## src/rtl/alu_ctrl_stage.sv

```systemverilog
// -----------------------------------------------------------------------------
// alu_ctrl_stage
//
// RV32I ALU control decoder with a registered ID/EX stage.
//
// In ID, ALUOp/funct3/funct7 are decoded into a compact control word:
// base integer ops, shifts, slt/sltu, and (optionally) the M extension.
// The control word and its flags are registered into EX under reset, flush,
// internal busy-hold and stall control. Multi-cycle mul/div ops are tracked
// by a small IDLE/BUSY sequencer whose BusyE output lets the hazard unit
// stall the D/E stages until the op completes.
//
// Configuration macro:
//   ALU_MULDIV_EN  defined   -> M-extension ops decoded, sequencer built.
//                  undefined -> M-extension encodings flagged illegal,
//                               BusyE/DoneE tied low, no sequencer.
//
// Parameters:
//   CTRL_W   ALUControlE width (>= 5); codes are zero-extended
//   MUL_LAT  EX cycles for mul/mulh/mulhsu/mulhu (>= 1)
//   DIV_LAT  EX cycles for div/divu/rem/remu (>= 1)
//   CNT_W    busy counter width; 2**CNT_W > max(MUL_LAT, DIV_LAT)
//
// Ports:
//   clk          in   rising-edge clock
//   reset        in   synchronous, active-high
//   StallE       in   hold the EX register
//   FlushE       in   load a bubble into EX (aborts a mul/div in flight)
//   ValidD       in   ID holds a real instruction
//   opb5         in   op[5]: 1 = R-type, 0 = I-type
//   funct3       in   instr[14:12]
//   funct7b5     in   instr[30]
//   funct7b0     in   instr[25], M-extension select
//   ALUOp        in   00 add, 01 sub, 10 funct decode, 11 illegal
//   ALUControlE  out  registered control word
//   ValidE       out  EX holds a valid op
//   IllegalE     out  EX op is undecodable
//   MulDivE      out  EX op is an M-extension op
//   BusyE        out  mul/div in progress, EX frozen
//   DoneE        out  one-cycle pulse when the mul/div result is valid
// -----------------------------------------------------------------------------
module alu_ctrl_stage #(
  parameter int CTRL_W  = 5,
  parameter int MUL_LAT = 2,
  parameter int DIV_LAT = 32,
  parameter int CNT_W   = 6
) (
  input  logic              clk,
  input  logic              reset,
  input  logic              StallE,
  input  logic              FlushE,
  input  logic              ValidD,
  input  logic              opb5,
  input  logic [2:0]        funct3,
  input  logic              funct7b5,
  input  logic              funct7b0,
  input  logic [1:0]        ALUOp,
  output logic [CTRL_W-1:0] ALUControlE,
  output logic              ValidE,
  output logic              IllegalE,
  output logic              MulDivE,
  output logic              BusyE,
  output logic              DoneE
);

  // Parameter sanity check at elaboration time.
  if (CTRL_W < 5 || MUL_LAT < 1 || DIV_LAT < 1 ||
      (2 ** CNT_W) <= MUL_LAT || (2 ** CNT_W) <= DIV_LAT) begin : g_param_check
    $error("alu_ctrl_stage: illegal parameter combination");
  end

  // Control word encodings (5-bit core, zero-extended to CTRL_W).
  localparam logic [4:0] C_ADD  = 5'b00000;
  localparam logic [4:0] C_SUB  = 5'b00001;
  localparam logic [4:0] C_AND  = 5'b00010;
  localparam logic [4:0] C_OR   = 5'b00011;
  localparam logic [4:0] C_XOR  = 5'b00100;
  localparam logic [4:0] C_SLT  = 5'b00101;
  localparam logic [4:0] C_SLTU = 5'b00110;
  localparam logic [4:0] C_SLL  = 5'b00111;
  localparam logic [4:0] C_SRL  = 5'b01000;
  localparam logic [4:0] C_SRA  = 5'b01001;

  // ---------------------------------------------------------------------------
  // ID-stage decode (combinational)
  // ---------------------------------------------------------------------------
  logic [4:0] ctrl_d;
  logic       illegal_d;
  logic       muldiv_d;

  always_comb begin
    // NOTE: every output of a combinational block gets a default first, so no
    // path through the case statements leaves it unassigned and infers a latch.
    ctrl_d    = C_ADD;
    illegal_d = 1'b0;
    muldiv_d  = 1'b0;
    case (ALUOp)
      2'b00: ctrl_d = C_ADD;
      2'b01: ctrl_d = C_SUB;
      2'b10: begin
        if (opb5 && funct7b0) begin
`ifdef ALU_MULDIV_EN
          muldiv_d = 1'b1;
          ctrl_d   = {2'b10, funct3};
`else
          // M-extension encoding without hardware support.
          illegal_d = 1'b1;
`endif
        end else begin
          case (funct3)
            3'b000: ctrl_d = (opb5 && funct7b5) ? C_SUB : C_ADD;
            3'b001: ctrl_d = C_SLL;
            3'b010: ctrl_d = C_SLT;
            3'b011: ctrl_d = C_SLTU;
            3'b100: ctrl_d = C_XOR;
            // srai and sra share instr[30], so no opb5 qualification here.
            3'b101: ctrl_d = funct7b5 ? C_SRA : C_SRL;
            3'b110: ctrl_d = C_OR;
            3'b111: ctrl_d = C_AND;
          endcase
        end
      end
      default: illegal_d = 1'b1;
    endcase
  end

  // ---------------------------------------------------------------------------
  // Mul/div sequencer
  // ---------------------------------------------------------------------------
  // EX accepts a new op only when not flushed, not busy-held and not stalled.
  logic load_en;
  assign load_en = !FlushE && !BusyE && !StallE;

`ifdef ALU_MULDIV_EN
  typedef enum logic {S_IDLE, S_BUSY} state_t;

  // The counter holds the number of EX cycles remaining after the current one.
  localparam logic [CNT_W-1:0] MUL_CNT = CNT_W'(MUL_LAT - 1);
  localparam logic [CNT_W-1:0] DIV_CNT = CNT_W'(DIV_LAT - 1);

  state_t           state_q, state_d;
  logic [CNT_W-1:0] cnt_q, cnt_d;
  logic             start;

  assign start = load_en && ValidD && muldiv_d;

  always_comb begin
    state_d = state_q;
    cnt_d   = cnt_q;
    if (FlushE) begin
      // Abort: the result of the in-flight op is discarded, no DoneE.
      state_d = S_IDLE;
      cnt_d   = '0;
    end else if (start) begin
      // Also taken in the DoneE cycle, so back-to-back M-ops chain cleanly.
      state_d = S_BUSY;
      cnt_d   = funct3[2] ? DIV_CNT : MUL_CNT;
    end else if (state_q == S_BUSY) begin
      if (cnt_q == '0) begin
        state_d = S_IDLE;
      end else begin
        cnt_d = cnt_q - CNT_W'(1);
      end
    end
  end

  always_ff @(posedge clk) begin
    if (reset) begin
      state_q <= S_IDLE;
      cnt_q   <= '0;
    end else begin
      state_q <= state_d;
      cnt_q   <= cnt_d;
    end
  end

  // A latency of 1 loads a zero count, which yields DoneE in the first EX
  // cycle without ever raising BusyE.
  assign BusyE = (state_q == S_BUSY) && (cnt_q != '0);
  assign DoneE = (state_q == S_BUSY) && (cnt_q == '0);
`else
  assign BusyE = 1'b0;
  assign DoneE = 1'b0;
`endif

  // ---------------------------------------------------------------------------
  // ID/EX register
  // ---------------------------------------------------------------------------
  // Priority: reset > FlushE > busy hold > StallE > load. Reset and flush both
  // load a bubble (add, all flags clear); an invalid ID op loads the same.
  always_ff @(posedge clk) begin
    // NOTE: clocked state uses non-blocking assignments so every register
    // samples pre-edge values, independent of statement order.
    if (reset || FlushE) begin
      ALUControlE <= CTRL_W'(C_ADD);
      ValidE      <= 1'b0;
      IllegalE    <= 1'b0;
      MulDivE     <= 1'b0;
    end else if (load_en) begin
      if (ValidD) begin
        ALUControlE <= CTRL_W'(ctrl_d);
        ValidE      <= 1'b1;
        IllegalE    <= illegal_d;
        MulDivE     <= muldiv_d;
      end else begin
        ALUControlE <= CTRL_W'(C_ADD);
        ValidE      <= 1'b0;
        IllegalE    <= 1'b0;
        MulDivE     <= 1'b0;
      end
    end
  end

endmodule

```

## config.mk

```make
export PLATFORM = sky130hd
export DESIGN_NAME = alu_ctrl_stage
export DESIGN_NICKNAME = d
export VERILOG_FILES = /design/src/rtl/alu_ctrl_stage.sv
export SDC_FILE = /design/constraint.sdc
export NUM_CORES = 1
export LEC_CHECK = 0
export BUFFER_PORTS_ARGS = -buffer_cell sky130_fd_sc_hd__buf_2
export CORE_AREA = 4 4 41 43
export DETAILED_ROUTE_END_ITERATION = 10
export DIE_AREA = 0 0 45 47
export HOLD_SLACK_MARGIN = 0.05
export PLACE_DENSITY = 0.59
export SYNTH_ARGS = -nofsm -noshare
export SYNTH_HDL_FRONTEND = slang
export SYNTH_SLANG_ARGS = --single-unit
```

## constraint.sdc

```tcl
create_clock -name clk -period 2.2 [get_ports clk]
set_input_delay 0.33 -clock clk [delete_from_list [all_inputs] [get_ports clk]]
set_output_delay 0.33 -clock clk [all_outputs]
set_load 0.05 [all_outputs]
```

### Word-level counts from Yosys, hierarchy flattened

Cells that the tools add are included.

* register bits: 7
* output and inout bits: 10
* logic and storage cells: 31
* input bits: 13

* equal/unequal tests: 9
* reduce and logical (&&, ||, !) cells: 9
* multiplexer cells: 10

Operator list (number)
* 5-bit case mux with 8 select lines: 1
* 3-bit == test (second input constant): 4
* 5-bit two-way mux: 2
* 5-bit case mux with 2 select lines: 1
* 3-bit by 2-bit == test with 1-bit output (second input constant): 2
* 1-bit two-way mux: 5
* 3-bit by 1-bit == test with 1-bit output (second input constant): 1
* 1-bit logical AND: 3
* 3-bit zero test: 1
* 2-bit by 1-bit == test with 1-bit output (second input constant): 1
* 2-bit == test (second input constant): 1
* 1-bit zero test: 2
* 2-bit zero test: 1
* 1-bit case mux with 2 select lines: 1
* 2-bit OR reduction: 1
* 1-bit logical OR: 1

### Depth between registers and ports, before layout

Gate-level depths: netlist of run 1.

* depth in word-level cells: 6
* mapped depth: 6

### Least setup slack after synthesis of run 1

Ideal clock, no wire load.

* path type: in2reg
* from: input port ALUOp[0]
* to: register ALUControlE[0]
* path slack: 975 ps
* library setup time: 70 ps
* path buffers: 0
* arrival time: 1155 ps
* stages on the path: 5
* path through: inv_1 -> ha_1 -> a211oi_4 -> o311ai_1 -> a21oi_1

* longest elaborated chain between the ends: 3
* elaborated cells on any way between the ends: 4
* those cells by class: eq/ne (2); mux (2)

Ends and longest elaborated chain
* from (decl): line 57 `input logic [1:0] ALUOp,`
* 2-bit == test / 2-bit by 1-bit == test with 1-bit output (equally long branches): line 97 `case (ALUOp)`
* 5-bit case mux with 2 select lines (*): line 97
* 5-bit two-way mux (*): line 200 `if (ValidD) begin`
* to (signal assigned): line 195 `ALUControlE <= CTRL_W'(C_ADD);`
* to (signal assigned): line 201 `ALUControlE <= CTRL_W'(ctrl_d);`
* to (signal assigned): line 206 `ALUControlE <= CTRL_W'(C_ADD);`
* to (decl): line 58 `output logic [CTRL_W-1:0] ALUControlE,`

Mark *: on every way between the ends. The rest lies on a longest branch, timed or not.
A chain may end at the register's enable or synchronous reset.

### Final worst setup path of run 1

Same ends and word-level chain as after synthesis.

==> results.py, run 1 <==
metrics = {
    "sta": {
        "setup_viol": 0,
        "fmax_mhz": 843,
        "grt_setup_unrepaired": "no",
        "slew_viol_final": 0,
        "finalSetupTns_ps": 0,
        "skew_ps": 0,
        "fin_crit_ps": 1190,
        "finalHoldViolCount": 0,
        "period_share": 0.539,
    },
    "critical_path": {
        "worstPathArrival_ps": 1360,
        "startpoint_type": "input port",
        "path_cells": "buf_2 -> inv_1 -> ha_1 -> a211oi_4 -> o311ai_1 -> a21oi_1",
        "path_class": "in -> reg",
        "slowest_delay_ps": 330,
        "cp_top_family": "compound AO/OA/AOI/OAI gates",
        "worst_setup_path_end_kind": "flop",
        "worstPathMaxFanout": 3,
        "critPathSlowestCell": "ha_1",
        "cp_num_buf_inv": 2,
        "required_ps": 2370,
    },
    "synth": {
        "netlist_instances": 50,
        "ys_seq_elements": 6,
        "yosysSeqAreaShare": 0.282,
        "synth_warnings": 0,
        "synth_area_per_cell_um2": 8.51,
        "synth_area_um2": 425,
        "yosys.cell_types.count": 26,
    },
    "clocking": {
        "cts.sinks": 6,
        "htreeDepth": 1,
        "postCtsSetupBuffers": 0,
        "clkLatencyLatePin_ps": 240,
        "cts_resized": 0,
        "root_buffer": "clkbuf_4",
        "clock_path_buffers": 2,
        "clkTransAtPathRegs_ps": 40,
        "holdBufCountCts": 0,
        "cts_buffers": 3,
        "tritoncts": "built",
    },
    "global_route": {
        "grt_start_max_net_pins": 8,
        "gr-total-overflow": 0,
        "antenna_found_initial": 0,
        "grt_pass1_vias": 342,
        "grt_use_total": 0.0967,
        "grt_pass1_wl_um": 1410,
    },
    "floorplan": {
        "die_y_um": 47,
        "fp-row-count": 13,
        "io_pins": 23,
        "die-area_um2": 2120,
        "die_w_um": 45,
        "initial_core_util": 0.327,
        "core_um2": 1300,
    },
    "finish": {
        "final_cell_mix": "18 x buf_2, 6 x dfxtp_1, 6 x a21oi_1",
        "drive_gt1_frac": 0.382,
        "nets": 86,
        "utilization": 0.401,
        "antennaDiodeCount": 0,
        "fillers": 159,
        "syn2layout_area_growth_pct": 22.6,
        "final_common_cell": "buf_2",
    },
    "min_path": {
        "holdCritPathClass": "in -> reg",
    },
    "place": {
        "finalWeightedCongestion": 0.723,
        "portBuffers": 18,
    },
    "power_and_ir_drop": {
        "power.leakage_nw": 0.237,
        "power.density_nw_per_um2": 520,
        "ir_worst_vdd_mv": 0.269,
    },
    "job": {
        "maxCapViolations": 0,
    },
    "detailed_routing": {
        "wirelength_um": 889,
        "dr.pass1.iters": 3,
        "dr_wl_met2_um": 403,
        "antenna_left": 0,
        "num_vias": 372,
        "drc": 0,
        "viasPerCell": 4.48,
        "highest_layer": "met3",
        "dr_wl_met3_um": 91,
        "wl_met1_um": 394,
        "wire_per_inst_um": 10.7,
        "drt_iter0_markers": 7,
    },
    "status": {
        "outcome": "completed",
    },
}
==> state kept, by name (all words and copies together), names as in the netlist <==
name / count
ALUControlE: 4
IllegalE: 1
ValidE: 1
==> final timing paths <==
check | startpoint | endpoint | slack, ps | cells after the start
setup / recovery | ALUOp[0] | ALUControlE[0] | 1010 | 6
hold / removal | ValidD | ValidE | 400 | 3
setup reg to reg | ALUControlE[0] | ALUControlE[0] | 1580 | 2
hold reg to reg | ValidE | ValidE | 450 | 2
==> cell usage after synthesis (all sizes together) <==
cell | n | share of area
a21oi | 7 | 0.091
buf | 6 | 0.11
dfxtp | 6 | 0.28
nand2 | 5 | 0.044
nor2 | 4 | 0.035
ha | 3 | 0.088
inv | 2 | 0.018
nor2b | 2 | 0.029
or2 | 2 | 0.029
a211oi | 1 | 0.047
a2bb2oi | 1 | 0.021
a31oi | 1 | 0.015
a32oi | 1 | 0.021
and2 | 1 | 0.015
and4bb | 1 | 0.029
conb | 1 | 0.0088
nand3 | 1 | 0.012
nor3b | 1 | 0.029
o211ai | 1 | 0.018
o21a | 1 | 0.018
o311ai | 1 | 0.021
xnor2 | 1 | 0.021
==> metrics by stage <==
| step | cell area, um2 | cells | worst slack [ps] | total power, W | hold slack, ps |
|---|---|---|---|---|---|
| CTS | 522 | 83 | 1000 | 0.000275 | 396 |
| finish | 522 | 83 | 1010 | 0.000271 | 396 |
| detailed placement | 499 | 80 | 754 | 0.000175 | 443 |
| floorplan | 437 | 53 | 975 | 0.000161 | 490 |
| global placement | 499 | 80 | 783 | 0.000175 | 443 |
| global route | 522 | 83 | 920 | 0.000287 | 416 |
==> worst min-delay path, stage by stage <==
cell	delay, ps
buf_2	110
nand2_1	80
a21oi_1	60
==> final cells by class <==
| class | instances | area, um2 | share of cell area |
|---|---|---|---|
| tap | 15 | 18.8 | 0.0360 |
| timing repair buffer | 18 | 90.1 | 0.173 |
| sequential | 6 | 120 | 0.230 |
| clock buffer | 3 | 22.5 | 0.0432 |
| inverter | 2 | 7.51 | 0.0144 |
| multi-input combinational | 39 | 263 | 0.504 |
==> routing by layer <==
metal | vias to the layer above | track usage
li1 | 202 | -
met1 | 158 | 0.115
met2 | 12 | 0.144
met3 | 0 | 0.0575
met4 | 0 | 0.0351
met5 | - | 0
==> report_power, final <==
| group | internal (W) | switching, W | leakage (nW) |
|---|---|---|---|
| Combinational | 0.0000207 | 0.0000418 | 0.175 |
| Clock | 0.0000615 | 0.0000368 | 0.0138 |
| Sequential | 0.000110 | 0.000000390 | 0.0484 |
| Total | 0.000192 | 0.0000790 | 0.237 |
==> kinds of logic (layout without fill, tap and decap cells) <==
| family | Yosys count | count (layout) | share of synthesized area |
|---|---|---|---|
| compound gates | 14 | 14 | 0.250 |
| flops | 6 | 6 | 0.282 |
| other cells | 1 | 4 | 0.00882 |
| simple gates | 17 | 17 | 0.224 |
| fa+ha+maj | 3 | 3 | 0.0882 |
| xor+xnor | 1 | 1 | 0.0206 |
| buf+inv | 8 | 23 | 0.126 |
Power figures use the tool's default switching activity.
==> inputs of run 2 (changes only) <==
- clock period: 2.2 -> 1.1 ns (I/O delays scaled with it)
==> run 2 against run 1 <==
  * Power rose by 110%
  * Combinational power rose by 120%
  * Cell area rose by 5.8%
  * Sequential power rose by 100%
  * Wire length rose by 8.0%
  * Highest routed layer unchanged
  * Largest power group unchanged
  * First-iteration DRC count fell by 71%
  * Non-clock buffer count rose by 4
  * Final cell count rose by 4.8%
  * Clock power rose by 110%
==> results.py, run 2 (synthesis gave the netlist of run 1 again) <==
metrics = {
    "status": {
        "outcome": "completed",
    },
    "sta": {
        "setup_viol": 0,
        "finalHoldViolCount": 0,
        "fmax_mhz": 985,
        "grt_setup_unrepaired": "no",
        "period_share": 0.923,
        "fin_crit_ps": 1020,
        "slew_viol_final": 0,
        "skew_ps": 0,
        "setup_slack_ps": 84.9,
    },
    "floorplan": {
        "core_um2": 1300,
        "initial_core_util": 0.327,
        "io_pins": 23,
        "die-area_um2": 2120,
        "die_w_um": 45,
        "fp-row-count": 13,
        "die_y_um": 47,
    },
    "critical_path": {
        "worstPathArrival_ps": 850,
        "path_cells": "buf_2",
        "worst_setup_path_end_kind": "output pin",
        "slowest_delay_ps": 330,
        "required_ps": 940,
        "critPathSlowestCell": "dfxtp_1",
        "worstPathMaxFanout": 2,
        "startpoint_type": "flop",
        "rr_worst_depth": 2,
        "cp_num_buf_inv": 1,
        "cp_top_family": "flip-flops",
        "path_class": "reg -> out",
        "cp.depth": 1,
    },
    "finish": {
        "fillers": 142,
        "largest_register_ffs": 4,
        "antennaDiodeCount": 0,
        "final_common_cell": "buf_2",
        "syn2layout_area_growth_pct": 29.7,
        "reg.largest.list": "ALUControlE (4), IllegalE (1), ValidE (1)",
        "utilization": 0.424,
        "regMostFlops": "ALUControlE",
        "drive_gt1_frac": 0.417,
        "nets": 90,
        "final_cell_mix": "18 x buf_2, 6 x dfxtp_1, 6 x a21oi_1",
    },
    "detailed_routing": {
        "drt_iter0_markers": 2,
        "antenna_left": 0,
        "num_vias": 394,
        "viasPerCell": 4.53,
        "drc": 0,
        "dr.pass1.iters": 2,
        "wirelength_um": 960,
        "wire_per_inst_um": 11.0,
    },
    "clocking": {
        "root_buffer": "clkbuf_4",
        "tritoncts": "built",
        "cts_buffers": 3,
        "clkLatencyLatePin_ps": 250,
        "postCtsSetupBuffers": 0,
        "htreeDepth": 1,
        "clkTransAtPathRegs_ps": 50,
        "holdBufCountCts": 0,
        "cts.sinks": 6,
        "clock_path_buffers": 2,
        "cts_resized": 0,
    },
    "place": {
        "pre_cts_slack_ps": -133,
        "finalWeightedCongestion": 0.716,
        "hpwl_um": 779,
        "portBuffers": 18,
    },
    "power_and_ir_drop": {
        "p_total_w": 0.000565,
        "ir_worst_vdd_mv": 0.555,
        "power.density_nw_per_um2": 1020,
        "power.leakage_nw": 0.256,
    },
    "min_path": {
        "holdCritPathClass": "in -> reg",
        "min_path_cells": 3,
    },
    "global_route": {
        "grt_pass1_vias": 370,
        "grt_use_total": 0.105,
        "grt_start_max_net_pins": 7,
        "grt_pass1_wl_um": 1550,
        "antenna_found_initial": 0,
        "gr-total-overflow": 0,
    },
    "job": {
        "maxCapViolations": 0,
    },
}
-- run 2: cell types whose count changed in the layout (fill, tap and decap cells not counted), sizes merged --
cell	previous run	this run
buf	18	22
-- run 2: metrics by stage --
stage	hold slack, ps	cell area (um2)	TNS, ps	cells
5_1_grt	260	552	0	87
4_1_cts	220	552	0	87
6_report	228	552	0	87
3_3_place_gp	442	529	-285	84
3_5_place_dp	443	529	-322	84
2_1_floorplan	325	437	0	53
-- run 2: final timing paths --
kind                                      from        endpoint  slack [ps]
worst min register to register  ALUControlE[2]  ALUControlE[2]         450
worst min-delay path                    ValidD          ValidE         230
worst max-delay path            ALUControlE[1]  ALUControlE[1]          80
worst max register to register  ALUControlE[3]  ALUControlE[3]         480
-- run 2: layout make-up --
class,instances,area [um2],share of cell area
Clock buffer,3,22.5,0.0408
Inverter,2,7.51,0.0136
Multi-Input combinational cell,39,263,0.476
Sequential cell,6,120,0.218
Tap cell,15,18.8,0.0340
Timing Repair Buffer,22,120,0.218
-- run 2: where the power goes --
part           internal [W]  switching (W)
Sequential         0.000220    0.000000792
Clock              0.000124      0.0000843
Combinational     0.0000499      0.0000866
Total              0.000393       0.000172
-- run 2: routing by layer --
metal / share of wire / global-route usage / up-vias / routed length [um]
li1: - / - / 210 / -
met1: 0.44 / 0.122 / 169 / 418
met2: 0.46 / 0.153 / 15 / 437
met3: 0.11 / 0.0728 / 0 / 104
met4: 0 / 0.0351 / 0 / 0
met5: 0 / 0 / - / 0
==> inputs of run 3 (changes only) <==
- PLACE_DENSITY: 0.59 -> 0.66
==> run 3 against run 2 <==
  * Combinational power down 5%
  * Count of clock-buffer cells in the layout did not move
  * Utilization decreased by 1.2 points
  * Critical path depth up 5
  * Sequential power about the same
  * Wire length decreased by 12%
  * Sequential cell count is the same
  * Clock skew stayed put
  * Non-clock buffer count decreased by 2
  * Worst setup slack better by 19 ps
  * Power shrank 2.6%
  * Sequential share of layout area up 0.61 points
  * Critical path type is now in -> reg
  * Critical endpoint is now ALUControlE[0]
  * Highest routed layer unchanged
==> results.py, run 3 (synthesis gave the netlist of run 1 again) <==
metrics = {
    "global_route": {
        "grt_use_total": 0.0935,
        "antenna_found_initial": 0,
        "grt_pass1_wl_um": 1390,
        "grt_pass1_vias": 369,
        "grt_start_max_net_pins": 8,
        "gr-total-overflow": 0,
    },
    "detailed_routing": {
        "viasPerCell": 4.62,
        "wire_per_inst_um": 9.89,
        "dr_wl_met3_um": 95,
        "wl_met1_um": 352,
        "wirelength_um": 841,
        "drt_iter0_markers": 2,
        "highest_layer": "met3",
        "dr_wl_met2_um": 393,
        "num_vias": 393,
        "drc": 0,
        "antenna_left": 0,
        "dr.pass1.iters": 2,
    },
    "clocking": {
        "clkLatencyLatePin_ps": 230,
        "htreeDepth": 1,
        "holdBufCountCts": 0,
        "cts_buffers": 3,
        "cts.sinks": 6,
        "tritoncts": "built",
        "clkTransAtPathRegs_ps": 50,
        "root_buffer": "clkbuf_4",
        "postCtsSetupBuffers": 0,
        "clock_path_buffers": 2,
        "cts_resized": 0,
    },
    "status": {
        "outcome": "completed",
    },
    "finish": {
        "largest_register_ffs": 4,
        "utilization": 0.413,
        "regMostFlops": "ALUControlE",
        "reg.largest.list": "ALUControlE (4), IllegalE (1), ValidE (1)",
        "final_common_cell": "buf_2",
        "instances_no_fill": 85,
        "drive_gt1_frac": 0.400,
        "syn2layout_area_growth_pct": 26.2,
        "fin_area_um2": 537,
        "antennaDiodeCount": 0,
        "nets": 88,
        "final_cell_mix": "18 x buf_2, 6 x dfxtp_1, 6 x a21oi_1",
    },
    "min_path": {
        "min_path_cells": 3,
        "holdCritPathClass": "in -> reg",
    },
    "critical_path": {
        "required_ps": 1270,
        "path_cells": "buf_2 -> inv_1 -> ha_1 -> a211oi_4 -> o311ai_1 -> a21oi_1",
        "slowest_delay_ps": 320,
        "worstPathMaxFanout": 3,
        "critPathSlowestCell": "ha_1",
        "worst_setup_path_end_kind": "flop",
        "worstPathArrival_ps": 1160,
        "rr_worst_depth": 2,
        "path_class": "in -> reg",
        "startpoint_type": "input port",
    },
    "floorplan": {
        "die_w_um": 45,
        "die_y_um": 47,
        "initial_core_util": 0.327,
        "io_pins": 23,
        "fp-row-count": 13,
        "core_um2": 1300,
        "die-area_um2": 2120,
    },
    "sta": {
        "fmax_mhz": 1000,
        "setup_slack_ps": 104,
        "period_share": 0.905,
        "setup_viol": 0,
        "skew_ps": 0,
        "slew_viol_final": 0,
        "grt_setup_unrepaired": "no",
        "hold_ws_ps": 223,
        "finalHoldViolCount": 0,
        "fin_crit_ps": 996,
    },
    "place": {
        "pre_cts_slack_ps": -136,
        "dpl_cell_area_um2": 514,
        "hpwl_um": 724,
        "portBuffers": 18,
        "finalWeightedCongestion": 0.656,
        "dp.cells": 82,
    },
    "job": {
        "maxCapViolations": 0,
    },
    "power_and_ir_drop": {
        "power.density_nw_per_um2": 1020,
        "ir_worst_vdd_mv": 0.436,
        "power.leakage_nw": 0.247,
    },
}
==> run 3: changes by cell type in the layout (fill, tap and decap cells not counted), sizes merged <==
| cell | previous run | this run |
|---|---|---|
| buf | 22 | 20 |
==> run 3: where the power goes <==
group | internal [W] | switching [W] | leakage, nW
logic | 0.0000455 | 0.0000836 | 0.184
clock network | 0.000123 | 0.0000773 | 0.0138
registers | 0.000220 | 0.000000719 | 0.0484
==> run 3: final timing paths <==
path | endpoint | startpoint | slack, ps
max | ALUControlE[0] | ALUOp[0] | 100
min | ValidE | ValidD | 220
min reg2reg | ALUControlE[2] | ALUControlE[2] | 450
max reg2reg | ALUControlE[3] | ALUControlE[3] | 490
==> run 3: through the flow <==
stage | TNS, ps | total power [W]
after CTS | 0 | 0.000561
after detailed placement | -314 | 0.000355
after global placement | -279 | 0.000354
after floorplan | 0 | 0.000322
final | 0 | 0.000550
after global routing | 0 | 0.000588
==> run 3: cell type report <==
| cell class | instances | area (um2) |
|---|---|---|
| Inverter | 2 | 7.51 |
| Sequential cell | 6 | 120 |
| Multi-Input combinational cell | 39 | 263 |
| Fill cell | 147 | 764 |
| Timing Repair Buffer | 20 | 105 |
| Clock buffer | 3 | 22.5 |
| Tap cell | 15 | 18.8 |
==> run 3: per-layer routing <==
| layer | track usage | up-vias |
|---|---|---|
| met5 | 0 | - |
| met4 | 0.0175 | 0 |
| met3 | 0.0613 | 0 |
| met2 | 0.158 | 12 |
| met1 | 0.0986 | 175 |
| li1 | - | 206 |
==> run 3: worst max-delay path, delay by kind of cell <==
| family | cells | cell delay [ps] |
|---|---|---|
| adders and majority gates | 1 | 320 |
| buffers and inverters | 2 | 130 |
| AOI/OAI and AO/OA | 3 | 550 |
